File: config.mk
export PLATFORM = sky130hd
export DESIGN_NAME = apb_master
export DESIGN_NICKNAME = d
export VERILOG_FILES = /design/src/rtl/apb_master.sv
export SDC_FILE = /design/constraint.sdc
export NUM_CORES = 1
export LEC_CHECK = 0
export ABC_AREA = 1
export CAP_MARGIN = 20
export CORE_MARGIN = 4
export CORE_UTILIZATION = 38
export CTS_BUF_LIST = sky130_fd_sc_hd__clkbuf_2
export DETAILED_ROUTE_END_ITERATION = 10
export PLACE_DENSITY = 0.78
export SLEW_MARGIN = 20
export SYNTH_ARGS = -nofsm -noshare
export SYNTH_HDL_FRONTEND = slang
export SYNTH_SLANG_ARGS = --single-unit
File: constraint.sdc
create_clock -name PCLK -period 1.9 [get_ports PCLK]
set_input_delay 0.285 -clock PCLK [delete_from_list [all_inputs] [get_ports PCLK]]
set_output_delay 0.285 -clock PCLK [all_outputs]
set_load 0.01 [all_outputs]
File: src/rtl/apb_master.sv
// apb_master: APB3 requester turning single-word commands into APB transfers.
// Runs IDLE -> SETUP -> ACCESS, honours PREADY/PSLVERR, aborts on wait timeout.
module apb_master #(
  parameter int ADDR_WIDTH = 32,
  parameter int DATA_WIDTH = 32,
  parameter int TIMEOUT    = 255
) (
  input  logic                  PCLK,
  input  logic                  PRESETn,
  input  logic                  cmd_valid,
  output logic                  cmd_ready,
  input  logic                  cmd_write,
  input  logic [ADDR_WIDTH-1:0] cmd_addr,
  input  logic [DATA_WIDTH-1:0] cmd_wdata,
  output logic                  rsp_valid,
  output logic [DATA_WIDTH-1:0] rsp_rdata,
  output logic                  rsp_err,
  output logic                  rsp_timeout,
  output logic                  busy,
  output logic                  PSEL,
  output logic                  PENABLE,
  output logic                  PWRITE,
  output logic [ADDR_WIDTH-1:0] PADDR,
  output logic [DATA_WIDTH-1:0] PWDATA,
  input  logic [DATA_WIDTH-1:0] PRDATA,
  input  logic                  PREADY,
  input  logic                  PSLVERR
);

  typedef enum logic [1:0] {
    IDLE,
    SETUP,
    ACCESS
  } state_t;

  localparam logic [15:0] TO_LIM = 16'(TIMEOUT);

  state_t      state;
  state_t      state_nxt;
  logic [15:0] wait_cnt;
  logic        accept;
  logic        done;
  logic        expire;

  always_ff @(posedge PCLK) begin
    if (!PRESETn) state <= IDLE;
    else          state <= state_nxt;
  end

  always_comb begin
    state_nxt = state;
    unique case (state)
      IDLE:    if (accept) state_nxt = SETUP;
      SETUP:   state_nxt = ACCESS;
      ACCESS:  if (done || expire) state_nxt = IDLE;
      default: state_nxt = IDLE;
    endcase
  end

  // Completion has priority over a timeout landing on the same edge.
  always_comb begin
    cmd_ready = (state == IDLE);
    busy      = (state != IDLE);
    accept    = cmd_valid && cmd_ready;
    done      = (state == ACCESS) && PSEL && PENABLE && PREADY;
    expire    = (state == ACCESS) && !PREADY &&
                (TO_LIM != 16'd0) &&
                ((wait_cnt + 16'd1) == TO_LIM);
  end

  always_ff @(posedge PCLK) begin
    if (!PRESETn) begin
      PSEL        <= 1'b0;
      PENABLE     <= 1'b0;
      PWRITE      <= 1'b0;
      PADDR       <= '0;
      PWDATA      <= '0;
      rsp_valid   <= 1'b0;
      rsp_rdata   <= '0;
      rsp_err     <= 1'b0;
      rsp_timeout <= 1'b0;
      wait_cnt    <= 16'd0;
    end else begin
      PSEL      <= (state_nxt != IDLE);
      PENABLE   <= (state_nxt == ACCESS);
      rsp_valid <= done || expire;
      if (accept) begin
        PWRITE   <= cmd_write;
        PADDR    <= cmd_addr;
        PWDATA   <= cmd_wdata;
        wait_cnt <= 16'd0;
      end else if (state == ACCESS && !PREADY) begin
        wait_cnt <= wait_cnt + 16'd1;
      end
      if (done) begin
        rsp_rdata   <= PWRITE ? '0 : PRDATA;
        rsp_err     <= PSLVERR;
        rsp_timeout <= 1'b0;
      end else if (expire) begin
        rsp_rdata   <= '0;
        rsp_err     <= 1'b1;
        rsp_timeout <= 1'b1;
      end
    end
  end

endmodule

==> results <==
-- cell families (layout without fill, tap and decap cells) --
group / Yosys count / after routing / synth area share
and+or+nand+nor: 157 / 157 / 0.1701
AOI/OAI and AO/OA: 128 / 128 / 0.2061
DFF: 120 / 120 / 0.5442
buffers and inverters: 68 / 304 / 0.06406
xor gates and xnor gates: 5 / 5 / 0.009920
adders and majority gates: 2 / 2 / 0.005668
-- power groups by stage --
stage	clock [mW]	combinational, mW	sequential (mW)
floorplan	0	0.201	2.80
global placement	0	0.746	2.75
detailed placement	0	0.760	2.76
CTS	1.41	0.700	2.71
global route	1.52	0.755	2.73
finish	1.36	0.704	2.71
-- through the flow --
stage                     area, µm²  std cells
final                          7300        859
after global routing           7300        859
after CTS                      7004        853
after detailed placement       6713        815
after global placement         6713        815
after floorplan                4414        480
-- how the worst max path moves through the flow --
stage / startpoint / end / slack, ns
after floorplan: wait_cnt[1] / rsp_rdata[23] / 0.14
after global placement: PREADY / rsp_rdata[15] / -0.07
after detailed placement: PREADY / rsp_rdata[22] / -0.09
after CTS: wait_cnt[1] / rsp_rdata[10] / -0.0009
after global routing: wait_cnt[1] / rsp_rdata[12] / -0.14
final: wait_cnt[6] / rsp_rdata[13] / -0.06
-- flip-flops by register name, indices dropped and copies added (netlist names) --
signal       cells
rsp_valid        1
rsp_rdata       32
PSEL             1
PWDATA          32
rsp_err          1
state            2
rsp_timeout      1
wait_cnt        16
PWRITE           1
PADDR           32
PENABLE          1
-- repair_timing --
action                                  4_1_cts  5_1_grt
endpoints found under the setup margin      140       44
resized for setup                           160       51
buffers inserted                              6        3
pin swaps                                     9       10
cloned                                        1        3
-- area by class of cell --
| cell class | instances | area (µm²) |
|---|---|---|
| Fill cell | 946 | 4119 |
| Timing Repair Buffer | 235 | 2310 |
| Clock inverter | 14 | 101.3 |
| Inverter | 38 | 142.6 |
| Tap cell | 143 | 178.9 |
| Multi-Input combinational cell | 292 | 2026 |
| Sequential cell | 120 | 2456 |
| Clock buffer | 17 | 85.08 |
-- cells in the final DEF (no fill, tap or decap), types with 17 or more instances in the layout --
| master | n |
|---|---|
| clkdlybuf4s50_1 | 101 |
| dlygate4sd2_1 | 99 |
| dfxtp_1 | 81 |
| nand2_1 | 66 |
| a22o_1 | 65 |
| dfxtp_2 | 37 |
| inv_1 | 34 |
| a21oi_1 | 32 |
| nand3_2 | 28 |
| buf_4 | 18 |
| clkbuf_2 | 17 |
-- metal layers --
metal	track usage	wire (µm)	share of wire
met1	0.2236	5454	0.38
met2	0.3364	7296	0.51
met4	0.07734	345	0.024
met5	0	0	0
met3	0.07990	1247	0.087
-- worst reg2reg max path, cell delays in order (launching register included) --
cell and delay [ns]:
dfxtp_1 0.47, nand2_1 0.16, nor2_4 0.15, nand3b_1 0.14, xor2_2 0.22, nand3_2 0.11
nor2_4 0.17, nand2_8 0.12, clkbuf_16 0.19, nand3_2 0.06, a21oi_1 0.08
==> impl_metrics.tcl <==
set metrics [dict create \
    status "finished with violations" \
    violations "negative setup slack" \
    power_mw 4.774 \
    cts_inserted_buffers 17 \
    finalHoldViolCount 0 \
    ys_async_sr_fraction 0 \
    routedWlPerCell_um 16.70 \
    fin_setup_tns_ns -0.6733 \
    timing.hold.ws_ns 0.1383 \
    drive_gt1_frac 0.2416 \
    r2r_cells 10 \
    die_w_um 115.8 \
    crit_path_end_kind "flop" \
    vias_per_cell 5.122 \
    finalClockSkew_ns 0.03127 \
    yosysWarningCount 0 \
    synth_area_um2 4414 \
    drt_first_pass_iters 6 \
    clk_pin_slew_ns 0.20 \
    drt_wl_total_mm 14.34 \
    worstPathRequired_ns 2.47 \
    drv_cap 0 \
    power_density_nw_per_um2 654.0 \
    synth_nets 584 \
    pre_cts_slack_ns -0.09015 \
    synth_top_area_frac 0.5442 \
    grt_pass1_wl_mm 21.24 \
    row_count 39 \
    seq_power_share 0.568 \
    worst-path-max-fanout 8 \
    die_area_um2 13410 \
    critPathTopFamily "simple AND/OR/NAND/NOR gates" \
    worstReg2RegEnd "rsp_rdata[13]" \
    drt_iter0_drc 246 \
    drv_slew 0 \
    whs_endpoint "rsp_rdata[15]" \
    rsz0062_at_grt "true" \
    synth_cell_types 28 \
    swShare 0.2914 \
    track_usage 0.1984 \
    antenna_cells 0 \
    hold_path_depth 3 \
    grt_max_degree 68 \
    route.detailed.drc 0 \
    antenna_found_initial 0 \
    critical-path-slowest-cell "dfxtp_1" \
    area_growth_pct 65.36 \
    cts_hold_buf 0 \
    fin_ws_ns -0.05523 \
    synth.area.top_cells "dfxtp_1, a22o_1, nand2_1" \
    hpwlAfterDp_mm 9.691 \
    min-delay-start "PRDATA[15]" \
    ys_seq_elements 120 \
    slew_headroom 0.5843 \
    root_buffer "clkbuf_2" \
    irDropWorstVdd_mv 0.4683 \
    synth_top_cell_by_area "dfxtp_1" \
    worstPathCellList "nand2_1, nor2_4, nand3b_1, xor2_2, nand3_2, nor2_4, nand2_8, clkbuf_16, nand3_2, a21oi_1" \
    worst-path-buf-inv 1 \
    syn_inst 480 \
    period_share 1.029 \
    cts_buffer_depth 2 \
    htreeDepth 4 \
    clkLatencyLatePin_ns 0.67 \
    combPwrFrac 0.147 \
    min_path_type "primary input to flop" \
    start_kind "flop" \
    switchingPower_mw 1.391 \
    dieHeight_um 115.8 \
    timing.rr.start "wait_cnt[6]" \
    clock-sinks 120 \
    worst-path-stages 10 \
    finalCriticalPeriod_ns 1.955 \
    pwr-share-clk 0.285 \
    gp_congestion 0.8528 \
    cts_tree "yes" \
    utilization 0.6393 \
    final_nets 808 \
    overflow 0 \
    yosys.cell_count.top_type "dfxtp_1" \
    ios 206 \
    finalSetupViolations 31 \
    ant_nets 0 \
    start_util 0.3866 \
    seq_area_frac_synth 0.5442 \
    p_int_mw 3.383 \
    portBuffers 205 \
    vias 4400 \
    synth_ff_type "dfxtp_1" \
    p_leak_nw 3.294 \
    worstMarginPinSlew_ns 0.6229 \
    synth_area_per_cell_um2 9.196 \
    fmax_mhz 511.4 \
    cp.arrival_ns 2.52 \
    slowest_delay_ns 0.47 \
    core_um2 11420 \
    path_class "flop to flop" \
    synthTopCellsByCount "dfxtp_1, nand2_1, a22o_1, a21oi_1, nand3_1" \
    grt_pass1_vias 4412 \
    rrSetupSlack_ns -0.06 \
    synth_edf_count 0 \
]
Power figures use the tool's default switching activity.
